## src/rtl/pipe_pkg.sv

```systemverilog
// ============================================================================
//  Module  : pipe_pkg
//  Brief   : Shared defaults, hazard-control bundle and pointer-wrap helper
//            for the elastic pipeline stage registers.
//  Rev     : 1.0  initial release
// ============================================================================
`default_nettype none

package pipe_pkg;

    localparam int PIPE_DEPTH_DEFAULT = 2;
    localparam int PIPE_WIDTH_DEFAULT = 32;

    typedef struct packed {
        logic stall;
        logic flush;
    } pipe_ctrl_t;

    // Explicit compare so non-power-of-2 depths wrap at DEPTH-1.
    function automatic int unsigned ptr_inc(input int unsigned ptr, input int unsigned depth);
        return (ptr >= depth - 1) ? 0 : ptr + 1;
    endfunction

endpackage

`default_nettype wire

```

## src/rtl/ring_ptr.sv

```systemverilog
// ============================================================================
//  Module  : ring_ptr
//  Brief   : Single wrapping ring-buffer pointer with increment enable and
//            synchronous clear (active-low synchronous reset).
//  Rev     : 1.0  initial release
// ============================================================================
`default_nettype none

module ring_ptr
    import pipe_pkg::*;
#(
    parameter int DEPTH = PIPE_DEPTH_DEFAULT,
    parameter int PTR_W = 1
) (
    input  logic             clk_i,
    input  logic             nrst_i,
    input  logic             clr_i,
    input  logic             inc_i,
    output logic [PTR_W-1:0] ptr_o
);

    logic [PTR_W-1:0] ptr_q;
    logic [PTR_W-1:0] ptr_d;

    always_comb begin
        ptr_d = ptr_q;
        if (clr_i) begin
            ptr_d = '0;
        end else if (inc_i) begin
            ptr_d = PTR_W'(ptr_inc(32'(ptr_q), DEPTH));
        end
    end

    always_ff @(posedge clk_i) begin
        if (!nrst_i) begin
            ptr_q <= '0;
        end else begin
            ptr_q <= ptr_d;
        end
    end

    assign ptr_o = ptr_q;

endmodule

`default_nettype wire

```

## src/rtl/elastic_pipe_reg.sv

```systemverilog
// ============================================================================
//  Module  : elastic_pipe_reg
//  Brief   : DEPTH-entry elastic pipeline register with valid/ready on both
//            sides plus stage-wide stall and flush. Optional zero-latency
//            bypass when empty is enabled by macro PIPE_BYPASS_EN.
//  Rev     : 1.0  initial release
// ============================================================================
`default_nettype none

module elastic_pipe_reg
    import pipe_pkg::*;
#(
    parameter int WIDTH = PIPE_WIDTH_DEFAULT,
    parameter int DEPTH = PIPE_DEPTH_DEFAULT
) (
    input  logic                       CLK,
    input  logic                       nRST,
    input  logic                       stall,
    input  logic                       flush,
    input  logic                       in_valid,
    output logic                       in_ready,
    input  logic [WIDTH-1:0]           in_data,
    output logic                       out_valid,
    input  logic                       out_ready,
    output logic [WIDTH-1:0]           out_data,
    output logic [$clog2(DEPTH+1)-1:0] count
);

    localparam int PTR_W = (DEPTH > 1) ? $clog2(DEPTH) : 1;
    localparam int CNT_W = $clog2(DEPTH + 1);

    pipe_ctrl_t       ctrl;
    logic             active;
    logic             empty;
    logic             full;
    logic             push;
    logic             pop;
    logic [PTR_W-1:0] wr_ptr;
    logic [PTR_W-1:0] rd_ptr;
    logic [CNT_W-1:0] count_q;
    logic [CNT_W-1:0] count_d;
    logic [WIDTH-1:0] mem_q [DEPTH];

    assign ctrl   = '{stall: stall, flush: flush};
    assign active = nRST & ~ctrl.flush & ~ctrl.stall;
    assign empty  = (count_q == '0);
    assign full   = (count_q == CNT_W'(DEPTH));

    // Full buffer refuses input even while popping: no out_ready -> in_ready path.
    assign in_ready = active & ~full;

`ifdef PIPE_BYPASS_EN
    logic byp_take;

    assign out_valid = empty ? (active & in_valid) : active;
    assign out_data  = (active & empty) ? in_data : mem_q[rd_ptr];
    assign byp_take  = active & empty & in_valid & out_ready;
    assign push      = in_valid & in_ready & ~byp_take;
    assign pop       = active & ~empty & out_ready;
`else
    assign out_valid = active & ~empty;
    assign out_data  = mem_q[rd_ptr];
    assign push      = in_valid & in_ready;
    assign pop       = out_valid & out_ready;
`endif

    ring_ptr #(
        .DEPTH (DEPTH),
        .PTR_W (PTR_W)
    ) u_wr_ptr (
        .clk_i  (CLK),
        .nrst_i (nRST),
        .clr_i  (flush),
        .inc_i  (push),
        .ptr_o  (wr_ptr)
    );

    ring_ptr #(
        .DEPTH (DEPTH),
        .PTR_W (PTR_W)
    ) u_rd_ptr (
        .clk_i  (CLK),
        .nrst_i (nRST),
        .clr_i  (flush),
        .inc_i  (pop),
        .ptr_o  (rd_ptr)
    );

    always_comb begin
        count_d = count_q;
        if (flush) begin
            count_d = '0;
        end else if (push && !pop) begin
            count_d = count_q + CNT_W'(1);
        end else if (pop && !push) begin
            count_d = count_q - CNT_W'(1);
        end
    end

    always_ff @(posedge CLK) begin
        if (!nRST) begin
            count_q <= '0;
        end else begin
            count_q <= count_d;
        end
    end

    // Flush leaves storage untouched; only the pointers and count are cleared.
    always_ff @(posedge CLK) begin
        if (!nRST) begin
            for (int i = 0; i < DEPTH; i++) begin
                mem_q[i] <= '0;
            end
        end else if (push) begin
            mem_q[wr_ptr] <= in_data;
        end
    end

    assign count = count_q;

`ifndef SYNTHESIS
    a_no_overflow:  assert property (@(posedge CLK) disable iff (!nRST) push |-> !full);
    a_no_underflow: assert property (@(posedge CLK) disable iff (!nRST) pop |-> !empty);
`endif

endmodule

`default_nettype wire

```

## config.mk

```make
export PLATFORM = sky130hd
export DESIGN_NAME = elastic_pipe_reg
export DESIGN_NICKNAME = d
export VERILOG_FILES = /design/src/rtl/pipe_pkg.sv /design/src/rtl/ring_ptr.sv /design/src/rtl/elastic_pipe_reg.sv
export SDC_FILE = /design/constraint.sdc
export NUM_CORES = 1
export LEC_CHECK = 0
export BUFFER_PORTS_ARGS = -buffer_cell sky130_fd_sc_hd__buf_2
export CORE_MARGIN = 3
export CORE_UTILIZATION = 55
export CTS_CLUSTER_DIAMETER = 40
export DETAILED_ROUTE_END_ITERATION = 7
export GPL_TIMING_DRIVEN = 0
export PLACE_DENSITY_LB_ADDON = 0.25
export SLEW_MARGIN = 20
export SYNTH_ARGS = -nofsm -noshare
export SYNTH_HDL_FRONTEND = slang
export SYNTH_HIERARCHICAL = 1
export SYNTH_SLANG_ARGS = --single-unit
```

## constraint.sdc

```tcl
create_clock -name CLK -period 5.9 [get_ports CLK]
set_input_delay 1.18 -clock CLK [delete_from_list [all_inputs] [get_ports CLK]]
set_output_delay 1.18 -clock CLK [all_outputs]
set_load 0.01 [all_outputs]
```

==> flow_metrics.env <==
export IMPL_outcome="completed"
export IMPL_worstPathRequired_ns=4.72
export IMPL_ctsHoldBuffers=0
export IMPL_fin_crit_sh_pct=55.2
export IMPL_place_ws_ns=2.64
export IMPL_ys_seq_area_share_pct=66.0
export IMPL_post_cts_setup_buffers=0
export IMPL_r2r_start="count[0]"
export IMPL_rsz0062_at_grt="false"
export IMPL_crit_start="flush"
export IMPL_cp_arrival_ns=2.08
export IMPL_syn_area_per_cell_sq_um=15.2
export IMPL_grt_ovfl_total=0
export IMPL_fin_tns_setup_ns=0
export IMPL_cp_start_kind="input port"
export IMPL_drv_slew=0
export IMPL_grt_max_degree=33
export IMPL_synth_seq_cells=68
export IMPL_worst_r2r_setup_slack_ns=3.88
export IMPL_root_buffer="clkbuf_8"
export IMPL_nets=322
export IMPL_dieHeight_um=80.3
export IMPL_synthArstFlopShare_pct=0
export IMPL_grt_pass1_wl_um=8380
export IMPL_fin_skew_ns=0.00402
export IMPL_netlist_area_sq_um=3030
export IMPL_fin_ws_ns=2.64
export IMPL_dp_cells=342
export IMPL_synth_edf_count=64
export IMPL_netlist_cell_type_count=23
export IMPL_worstPathMaxFanout=4
export IMPL_r2r_end="mem_q[0][11]"
export IMPL_drt_vias_per_instance=4.94
export IMPL_n_antenna_cell=0
export IMPL_min_period_ns=3.26
export IMPL_syn_nets=238
export IMPL_htree_levels=3
export IMPL_hold_class="register to register"
export IMPL_post_drt_wl_per_cell_um=14.4
export IMPL_die_area_sq_um=6440
export IMPL_final_core_util_pct=69.9
export IMPL_power_density_nw_per_um2=250
export IMPL_drive_gt1_share_pct=51.2
export IMPL_synthFlopType="edfxtp_1"
export IMPL_netlist_top_cells_count="edfxtp_1 (64), and2_1 (46), mux2_2 (32)"
export IMPL_cts_inserted_buffers=9
export IMPL_crit_end="out_valid"
export IMPL_setup_viol_count_final=0
export IMPL_insertion_delay_ns=0.32
export IMPL_yosys_area_top_type_share_pct=63.3
export IMPL_num_rows=26
export IMPL_start_util_pct=58.3
export IMPL_grt_pass1_vias=1827
export IMPL_netlist_instances=199
export IMPL_drt_total_wl_um=5140
export IMPL_ios=74
export IMPL_gp_congestion=0.712
export IMPL_antenna_found_initial=0
export IMPL_grt_util_all_layers_pct=17.5
export IMPL_drc=0
export IMPL_drt_iter0_markers=115
export IMPL_vias=1762
export IMPL_hpwl_um=3560
export IMPL_ir_drop_mv=0.159
export IMPL_fillers=377
export IMPL_yosys_area_top_type="edfxtp_1"
export IMPL_rr_worst_depth=3
export IMPL_drv_cap=0
export IMPL_fp_coreArea_sq_um=5200
export IMPL_maxSlewHeadroom_pct=48.5
export IMPL_finalNonFillerCells=357
export IMPL_p_leak_nw=1.54
export IMPL_cp_end_kind="output pin"
export IMPL_tritoncts="done"
export IMPL_worstMarginPinSlew_ns=0.772
export IMPL_detail_route_antenna_nets=0
export IMPL_ctsResizeCount=0
export IMPL_clk_path_buf_depth=2
export IMPL_hold_viol=0
export IMPL_syn_to_final_growth_pct=19.9
export IMPL_synth_warnings=6
export IMPL_cts_sinks=68
export IMPL_synthTopCellsByArea="edfxtp_1 (63%), mux2_2 (12%), and2_1 (9.5%)"
export IMPL_die_x_um=80.3
export IMPL_io_buffers=73
export IMPL_dr_pass1_iters=4
export IMPL_clk_pin_slew_ns=0.06
export IMPL_crit_type="input port to output pin"
export IMPL_yosysMostFrequentCell="edfxtp_1"
export IMPL_max_clock_freq_ghz=0.307
## final cells by class
type | instances | area (sq um) | share of cell area (%)
well taps | 70 | 87.6 | 2.41
flip-flops and latches | 68 | 2000 | 55.0
clock inverters | 3 | 15.0 | 0.413
clock buffers | 12 | 135 | 3.71
repair buffers | 73 | 365 | 10.0
multi-input cells | 121 | 992 | 27.3
plain buffers | 10 | 41.3 | 1.13
## cell usage in the layout (no fill, tap or decap), types with 2 or more instances in the layout
| master | instances |
|---|---|
| and2_2 | 20 |
| nor3b_2 | 2 |
| xor2_1 | 2 |
| buf_1 | 3 |
| nor2_1 | 4 |
| xnor2_1 | 2 |
| edfxtp_1 | 64 |
| or2b_2 | 2 |
| buf_2 | 73 |
| clkinv_2 | 3 |
| dfxtp_1 | 4 |
| clkbuf_2 | 3 |
| mux2_2 | 32 |
| clkbuf_1 | 7 |
| and2_1 | 46 |
| nand2_1 | 2 |
| clkbuf_8 | 9 |
## critical path: stages
cell	delay, ns
buf_2	0.12
or3b_4	0.44
nor2_1	0.18
buf_2	0.16
## layer usage
layer | up-vias | track usage, % | share of wire [%]
li1 | 867 | - | -
met1 | 848 | 21.4 | 44
met2 | 45 | 29.6 | 50
met3 | 2 | 4.15 | 5.0
met4 | 0 | 7.60 | 0.47
met5 | - | 0 | 0
## power breakdown
part           leakage, nW  switching, mW  internal [mW]
clock               0.0800          0.154          0.149
sequential           0.704        0.00419          0.545
combinational        0.753         0.0310         0.0277
## kinds of logic after synthesis
family	count (synthesis)	share of synthesized area (%)
compound gates	2	0.330
mux	32	11.9
fa+ha+maj	1	0.412
buf+inv	10	1.36
flops	68	66.0
simple gates	82	18.9
xor+xnor	4	1.15
## metrics by stage
stage	hold WS, ns	power (mW)	area, sq um
5_1_grt	0.535	0.946	3640
2_1_floorplan	0.520	0.588	3030
6_report	0.526	0.910	3640
3_5_place_dp	0.509	0.619	3490
3_3_place_gp	0.500	0.617	3490
4_1_cts	0.522	0.915	3640
## sequential cells by signal, indices dropped and copies added, names as in the netlist
signal	flops
u_wr_ptr/ptr_o	1
mem_q	64
count	2
u_rd_ptr/ptr_o	1
## worst min path at each step
stage                        start       end  slack, ns  depth (start not counted)
final                     count[1]  count[1]       0.53                          2
after global routing      count[1]  count[1]       0.54                          2
after CTS                 count[1]  count[1]       0.52                          2
after detailed placement  count[1]  count[1]       0.51                          2
after global placement    count[1]  count[1]       0.50                          2
after floorplan           count[1]  count[1]       0.52                          2
No activity file was read; power rests on OpenSTA's default activity.
